--- src/rtl/dmem_ctrl.sv ---
// Data memory controller: arbitrates CPU and debug ports onto a word-only data_mem, adds sub-word
// loads/stores (RMW for SB/SH) and alignment checks. Optional DMEM_BOUNDS_CHECK_EN flags out-of-range addresses.
module dmem_ctrl #(
  parameter int DEPTH_WORDS = 256
) (
  input  logic        clk,
  input  logic        rst,
  input  logic        cpu_req,
  input  logic        cpu_we,
  input  logic [2:0]  cpu_size,
  input  logic [31:0] cpu_addr,
  input  logic [31:0] cpu_wdata,
  output logic        cpu_ack,
  output logic [31:0] cpu_rdata,
  output logic        cpu_err,
  input  logic        dbg_req,
  input  logic        dbg_we,
  input  logic [2:0]  dbg_size,
  input  logic [31:0] dbg_addr,
  input  logic [31:0] dbg_wdata,
  output logic        dbg_ack,
  output logic [31:0] dbg_rdata,
  output logic        dbg_err,
  output logic [29:0] mem_addr,
  output logic        mem_we,
  output logic [31:0] mem_wd,
  input  logic [31:0] mem_rd,
  output logic        busy
);

  localparam int AW = $clog2(DEPTH_WORDS);

`ifdef DMEM_BOUNDS_CHECK_EN
  localparam logic BOUNDS_EN = 1'b1;
`else
  localparam logic BOUNDS_EN = 1'b0;
`endif

  typedef enum logic [1:0] {S_IDLE, S_EXEC, S_RMW, S_RESP} state_t;

  state_t      state_q, state_d;
  logic        owner_q, owner_d;   // 1 = debug port
  logic        last_q, last_d;     // port granted most recently, 1 = debug
  logic        we_q, we_d;
  logic [2:0]  size_q, size_d;
  logic [31:0] addr_q, addr_d;
  logic [31:0] wdata_q, wdata_d;
  logic [31:0] buf_q, buf_d;
  logic [31:0] rdata_q, rdata_d;
  logic        err_q, err_d;

  logic        sel_dbg;
  logic        req_we;
  logic [2:0]  req_size;
  logic [31:0] req_addr;
  logic [31:0] req_wdata;
  logic        req_bad;
  logic [4:0]  shamt;
  logic [31:0] lane;
  logic [31:0] mask;
  logic [31:0] ins;

  always_ff @(posedge clk or posedge rst) begin
    if (rst) begin
      state_q <= S_IDLE;
      owner_q <= 1'b0;
      last_q  <= 1'b1;
      we_q    <= 1'b0;
      size_q  <= 3'b000;
      addr_q  <= '0;
      wdata_q <= '0;
      buf_q   <= '0;
      rdata_q <= '0;
      err_q   <= 1'b0;
    end else begin
      state_q <= state_d;
      owner_q <= owner_d;
      last_q  <= last_d;
      we_q    <= we_d;
      size_q  <= size_d;
      addr_q  <= addr_d;
      wdata_q <= wdata_d;
      buf_q   <= buf_d;
      rdata_q <= rdata_d;
      err_q   <= err_d;
    end
  end

  // Tie goes to the port that did not win the previous grant.
  assign sel_dbg   = dbg_req & (~cpu_req | ~last_q);
  assign req_we    = sel_dbg ? dbg_we    : cpu_we;
  assign req_size  = sel_dbg ? dbg_size  : cpu_size;
  assign req_addr  = sel_dbg ? dbg_addr  : cpu_addr;
  assign req_wdata = sel_dbg ? dbg_wdata : cpu_wdata;

  assign req_bad = (req_size == 3'b011) || (req_size[2:1] == 2'b11)
                 || (req_we && req_size[2])
                 || (req_size[1:0] == 2'b01 && req_addr[0])
                 || (req_size[1:0] == 2'b10 && req_addr[1:0] != 2'b00)
                 || (BOUNDS_EN && (|req_addr[31:AW+2]));

  assign shamt = {addr_q[1:0], 3'b000};
  assign lane  = mem_rd >> shamt;
  assign mask  = (size_q[0] ? 32'h0000_FFFF : 32'h0000_00FF) << shamt;
  assign ins   = wdata_q << shamt;

  always_comb begin
    state_d = state_q;
    owner_d = owner_q;
    last_d  = last_q;
    we_d    = we_q;
    size_d  = size_q;
    addr_d  = addr_q;
    wdata_d = wdata_q;
    buf_d   = buf_q;
    rdata_d = rdata_q;
    err_d   = err_q;
    mem_we  = 1'b0;
    mem_wd  = '0;
    unique case (state_q)
      S_IDLE: begin
        if (cpu_req || dbg_req) begin
          owner_d = sel_dbg;
          last_d  = sel_dbg;
          we_d    = req_we;
          size_d  = req_size;
          addr_d  = req_addr;
          wdata_d = req_wdata;
          rdata_d = '0;
          err_d   = req_bad;
          state_d = req_bad ? S_RESP : S_EXEC;
        end
      end
      S_EXEC: begin
        if (!we_q) begin
          unique case (size_q)
            3'b000:  rdata_d = {{24{lane[7]}}, lane[7:0]};
            3'b100:  rdata_d = {24'h0, lane[7:0]};
            3'b001:  rdata_d = {{16{lane[15]}}, lane[15:0]};
            3'b101:  rdata_d = {16'h0, lane[15:0]};
            default: rdata_d = mem_rd;
          endcase
          state_d = S_RESP;
        end else if (size_q[1]) begin
          mem_we  = 1'b1;
          mem_wd  = wdata_q;
          state_d = S_RESP;
        end else begin
          buf_d   = mem_rd;
          state_d = S_RMW;
        end
      end
      S_RMW: begin
        mem_we  = 1'b1;
        mem_wd  = (buf_q & ~mask) | (ins & mask);
        state_d = S_RESP;
      end
      S_RESP: begin
        state_d = S_IDLE;
      end
      default: state_d = S_IDLE;
    endcase
  end

  assign mem_addr  = addr_q[31:2];
  assign busy      = (state_q != S_IDLE);
  assign cpu_ack   = (state_q == S_RESP) && !owner_q;
  assign dbg_ack   = (state_q == S_RESP) && owner_q;
  assign cpu_rdata = cpu_ack ? rdata_q : 32'h0;
  assign dbg_rdata = dbg_ack ? rdata_q : 32'h0;
  assign cpu_err   = cpu_ack & err_q;
  assign dbg_err   = dbg_ack & err_q;

endmodule

--- config.mk ---
export PLATFORM = sky130hd
export DESIGN_NAME = dmem_ctrl
export DESIGN_NICKNAME = d
export VERILOG_FILES = /design/src/rtl/dmem_ctrl.sv
export SDC_FILE = /design/constraint.sdc
export NUM_CORES = 1
export LEC_CHECK = 0
export CORE_ASPECT_RATIO = 0.5
export CORE_MARGIN = 1
export CORE_UTILIZATION = 48
export CTS_BUF_LIST = sky130_fd_sc_hd__clkbuf_16
export DETAILED_ROUTE_END_ITERATION = 7
export HOLD_SLACK_MARGIN = 0.1
export PLACE_DENSITY_LB_ADDON = 0.08
export SKIP_CTS_REPAIR_TIMING = 1
export SLEW_MARGIN = 20
export SYNTH_ARGS = -nofsm -noshare
export SYNTH_HDL_FRONTEND = slang
export SYNTH_SLANG_ARGS = --single-unit
--- constraint.sdc ---
create_clock -name clk -period 7.4 [get_ports clk]
set_input_delay 1.85 -clock clk [delete_from_list [all_inputs] [get_ports clk]]
set_output_delay 1.85 -clock clk [all_outputs]
set_load 0.005 [all_outputs]
==> results_tabular.tex <==
\begin{tabular}{lr}
\hline
Metric & Value \\
\hline
\multicolumn{2}{l}{\textbf{Run status}} \\
\quad Result of the run & finished clean \\
\multicolumn{2}{l}{\textbf{Power and ir drop}} \\
\quad Power density cells & 374.3 nW/um\^{}2 \\
\quad Highest ir drop seen on vdd & 0.0002302 V \\
\quad Static leakage & 4.790 nW \\
\quad Total power draw & 4.297 mW \\
\multicolumn{2}{l}{\textbf{Critical path}} \\
\quad Delay contributed by the slowest stage of the critical path & 770 ps \\
\quad Element type at the critical path start & register \\
\quad Critical-path cell list & inv\_1 > ha\_1 > nor2b\_1 > a22oi\_1 > nor2b\_1 > clkdlybuf4s50\_1 \\
\quad Kind of end point of the critical path & output port \\
\quad Cell occurring most often along the worst timing path & sky130\_fd\_sc\_hd\_\_nor2b\_1 \\
\quad Reg2reg path depth & 6 \\
\quad Critical R2R Launch & state\_q[1] \\
\quad Peak fanout along the critical path & 26 \\
\quad CP Launch Point & state\_q[0] \\
\quad Number of cells on the critical path & 6 \\
\quad Data required time at the worst endpoint & 5550 ps \\
\quad Worst setup path category & reg2out \\
\quad Crit path DAT & 3150 ps \\
\quad Gate family responsible for the most delay along the worst path & adder cells \\
\quad Count of buffer and inverter cells on the critical path & 2 \\
\quad Critical-path cell with the highest stage delay & sky130\_fd\_sc\_hd\_\_ha\_1 \\
\multicolumn{2}{l}{\textbf{Detailed routing}} \\
\quad Detail-routed via count per cell & 5.614 \\
\quad Drt total wl & 24510 um \\
\quad Starting DRC count in detailed routing & 811 \\
\quad Vias after detailed routing & 7225 \\
\quad Number of nets with antenna violations after detailed routing & 0 \\
\quad Average routed wire per standard cell & 19.04 um \\
\quad Number of remaining DRC errors & 0 \\
\quad Pre-antenna DRT Iters & 5 \\
\multicolumn{2}{l}{\textbf{Cells and area}} \\
\quad Antenna diode count & 0 \\
\quad Fraction of layout instances using a drive strength above 1 & 0.08161 \\
\quad Number of nets in the layout & 1230 \\
\quad Final Non-Filler Cells & 1287 \\
\quad Synthesis-to-finish area growth & 43.43\% \\
\multicolumn{2}{l}{\textbf{Logic synthesis}} \\
\quad Count of flip-flops with a built-in enable after synthesis & 0 \\
\quad Post-synthesis instance total & 823 \\
\quad Synthesized area per cell & 9.724 um\^{}2 \\
\quad Async SR Flop Fraction & 1.000 \\
\quad Synth Net Count & 999 \\
\quad Mapped Area & 8003 um\^{}2 \\
\quad Most used flip-flop cell after synthesis & sky130\_fd\_sc\_hd\_\_dfrtp\_1 \\
\quad Number of warnings printed during yosys synthesis & 0 \\
\quad Seq/Total Area, Yosys & 0.4285 \\
\quad Synthesized flop and latch total & 137 \\
\quad Distinct cell type count after synthesis & 54 \\
\multicolumn{2}{l}{\textbf{Timing}} \\
\quad Setup Viol. Count Final & 0 \\
\quad Transition at the pin with the smallest max-transition slack & 1077 ps \\
\quad Worst slew margin relative to its limit & 0.2793 \\
\quad Achievable clock frequency & 200.0 MHz \\
\quad Max Slew Vio Count & 0 \\
\quad RSZ-0062 raised after global routing & no \\
\quad Final hold violation count & 0 \\
\quad Worst Skew & 15.19 ps \\
\quad Portion of the clock cycle consumed by the worst path in the final layout & 0.6757 \\
\quad Fin Setup TNS & 0 ps \\
\quad Minimum clock period & 5000 ps \\
\multicolumn{2}{l}{\textbf{Die}} \\
\quad Die Outline Area & 17220 um\^{}2 \\
\quad Area inside the core boundary & 15860 um\^{}2 \\
\quad Die boundary width & 184.6 um \\
\quad I/O pin total & 304 \\
\quad Starting density of the core & 0.5047 \\
\quad Row Count & 32 \\
\quad Vertical extent of the die & 93.30 um \\
\multicolumn{2}{l}{\textbf{Clock tree}} \\
\quad Number of buffers on the longest clock path & 2 \\
\quad Sink Count & 137 \\
\quad Latest clock arrival within the worst-skew pair & 420 ps \\
\quad TritonCTS clock tree & done \\
\quad H-tree depth & 4 \\
\quad Cell at the root of the clock tree & sky130\_fd\_sc\_hd\_\_clkbuf\_16 \\
\quad Number of clock buffers inserted by TritonCTS & 17 \\
\quad Post-CTS clock slew at the launch and capture registers of the worst setup and hold paths & 60 ps \\
\multicolumn{2}{l}{\textbf{Placed design}} \\
\quad Number of placed cells counting well taps & 1256 \\
\quad Weighted congestion reported at the end of routability-driven placement & 0.9392 \\
\quad Number of I/O port buffers & 303 \\
\quad Half-perimeter wire length after placement & 18370 um \\
\multicolumn{2}{l}{\textbf{Global route}} \\
\quad Antenna violations before repair & 0 \\
\quad Number of global-route vias before repair & 6699 \\
\quad Total grt overflow & 0 \\
\quad Largest net degree at the start of global routing & 89 \\
\quad Global-route wire length before repair & 37140 um \\
\quad GRT Resource Usage Total & 0.2862 \\
\multicolumn{2}{l}{\textbf{Min path}} \\
\quad Min-Delay Path Depth & 2 \\
\quad Startpoint of the lowest-slack hold path & addr\_q[17] \\
\quad Worst min-delay path class & reg2reg \\
\multicolumn{2}{l}{\textbf{Job}} \\
\quad Number of max-cap violations & 0 \\
\hline
\end{tabular}
==> state kept, by name, indices dropped and copies added, names as in the netlist, 2 cells and up <==
name and flops:
size_q 3, wdata_q 32, buf_q 32, addr_q 32, state_q 2, rdata_q 32
==> layout by cell type, fill, tap and decap left out, types with 6 or more instances in the layout <==
cell type | synthesis | final
sky130_fd_sc_hd__clkdlybuf4s50_1 | 0 | 303
sky130_fd_sc_hd__dfrtp_1 | 136 | 136
sky130_fd_sc_hd__nand2_1 | 116 | 116
sky130_fd_sc_hd__o21ai_0 | 92 | 92
sky130_fd_sc_hd__mux2i_1 | 84 | 84
sky130_fd_sc_hd__and2_1 | 37 | 37
sky130_fd_sc_hd__and3_1 | 34 | 34
sky130_fd_sc_hd__mux2_2 | 31 | 31
sky130_fd_sc_hd__o221ai_1 | 24 | 24
sky130_fd_sc_hd__a21oi_1 | 20 | 20
sky130_fd_sc_hd__a21boi_0 | 18 | 18
sky130_fd_sc_hd__a221o_1 | 17 | 17
sky130_fd_sc_hd__clkbuf_16 | 0 | 17
sky130_fd_sc_hd__nor2b_1 | 15 | 15
sky130_fd_sc_hd__nor2_1 | 8 | 8
sky130_fd_sc_hd__o22a_1 | 8 | 8
sky130_fd_sc_hd__a22oi_1 | 8 | 8
sky130_fd_sc_hd__nor3b_1 | 7 | 7
sky130_fd_sc_hd__o2bb2ai_1 | 7 | 7
sky130_fd_sc_hd__o221a_2 | 6 | 6
sky130_fd_sc_hd__inv_1 | 6 | 6
==> synth_stat cells (4+ instances only) <==
| cell | count | area [um^2] |
|---|---|---|
| sky130_fd_sc_hd__buf_6 | 5 | 56.30 |
| sky130_fd_sc_hd__o221ai_1 | 24 | 210.2 |
| sky130_fd_sc_hd__buf_4 | 31 | 232.7 |
| sky130_fd_sc_hd__clkbuf_1 | 42 | 157.7 |
| sky130_fd_sc_hd__buf_2 | 21 | 105.1 |
| sky130_fd_sc_hd__a21oi_1 | 20 | 100.1 |
| sky130_fd_sc_hd__nand2_1 | 116 | 435.4 |
| sky130_fd_sc_hd__inv_1 | 6 | 22.52 |
| sky130_fd_sc_hd__o22a_1 | 8 | 70.07 |
| sky130_fd_sc_hd__and2_1 | 37 | 231.5 |
| sky130_fd_sc_hd__mux2i_1 | 84 | 840.8 |
| sky130_fd_sc_hd__nor2_1 | 8 | 30.03 |
| sky130_fd_sc_hd__dfrtp_1 | 136 | 3403 |
| sky130_fd_sc_hd__a22oi_1 | 8 | 60.06 |
| sky130_fd_sc_hd__nor2b_1 | 15 | 93.84 |
| sky130_fd_sc_hd__mux2_1 | 4 | 45.04 |
| sky130_fd_sc_hd__a21boi_0 | 18 | 135.1 |
| sky130_fd_sc_hd__mux2_2 | 31 | 349.1 |
| sky130_fd_sc_hd__o21ai_0 | 92 | 460.4 |
| sky130_fd_sc_hd__a221o_1 | 17 | 170.2 |
| sky130_fd_sc_hd__o2bb2ai_1 | 7 | 61.31 |
| sky130_fd_sc_hd__nor3b_1 | 7 | 52.55 |
| sky130_fd_sc_hd__o221a_2 | 6 | 67.56 |
| sky130_fd_sc_hd__and3_1 | 34 | 212.7 |
| sky130_fd_sc_hd__ha_1 | 4 | 50.05 |
==> where the power goes <==
part	leakage (nW)	switching [mW]	internal, mW
clock	0.268	0.342	0.496
sequential	1.69	0.352	1.10
combinational	2.83	0.986	1.02
total	4.79	1.68	2.62
==> worst register-to-register path, cell delays in order, from the launching register on <==
cell and delay, ps:
sky130_fd_sc_hd__dfrtp_1 410, sky130_fd_sc_hd__inv_1 130, sky130_fd_sc_hd__ha_1 250, sky130_fd_sc_hd__nor2b_1 410, sky130_fd_sc_hd__nand2_2 160, sky130_fd_sc_hd__nor2_1 830
sky130_fd_sc_hd__a221o_1 290
==> per-stage QoR <==
| step | worst slack, ps | cell area, um^2 | hold WS, ps | util |
|---|---|---|---|---|
| floorplan | 1884 | 8003 | 441.8 | - |
| global placement | 3074 | 10870 | 460.8 | 0.6855 |
| detailed placement | 2878 | 10900 | 468.7 | 0.6877 |
| CTS | 2476 | 11480 | 482.2 | 0.7240 |
| global route | 2208 | 11480 | 497.2 | 0.7240 |
| finish | 2400 | 11480 | 476.5 | 0.7240 |
==> worst paths after layout <==
| path | endpoint | slack, ps |
|---|---|---|
| worst min-delay path | addr_q[17] | 480 |
| min in group asynchronous | addr_q[21] | 1940 |
| max in group asynchronous | rdata_q[6] | 4250 |
| worst max-delay path | mem_wd[1] | 2400 |
| worst max register to register | rdata_q[16] | 4870 |
| worst min register to register | addr_q[17] | 480 |
==> cell type report <==
class / instances / area (um^2)
flip-flops and latches: 137 / 3430
fillers: 1200 / 4377
repair buffers: 311 / 3138
multi-input cells: 580 / 4029
well taps: 221 / 276.5
clock buffers: 17 / 425.4
inverters: 7 / 31.28
clock inverters: 14 / 148.9
==> cell families (layout without fill, tap and decap cells) <==
group | after synthesis | in the layout | synth area share
compound gates | 226 | 226 | 0.1945
flops | 137 | 137 | 0.4285
simple gates | 230 | 230 | 0.1423
fa+ha+maj | 4 | 4 | 0.006254
mux | 120 | 120 | 0.1562
buf+inv | 106 | 349 | 0.07223
==> routing by layer <==
layer,wire (um),global-route usage,vias to the layer above
met5,0,0,-
met3,2254,0.07282,37
met1,10570,0.3881,3417
met2,11280,0.4594,355
met4,400,0.06944,0
li1,-,-,3416
(Power assumes the default switching activity.)
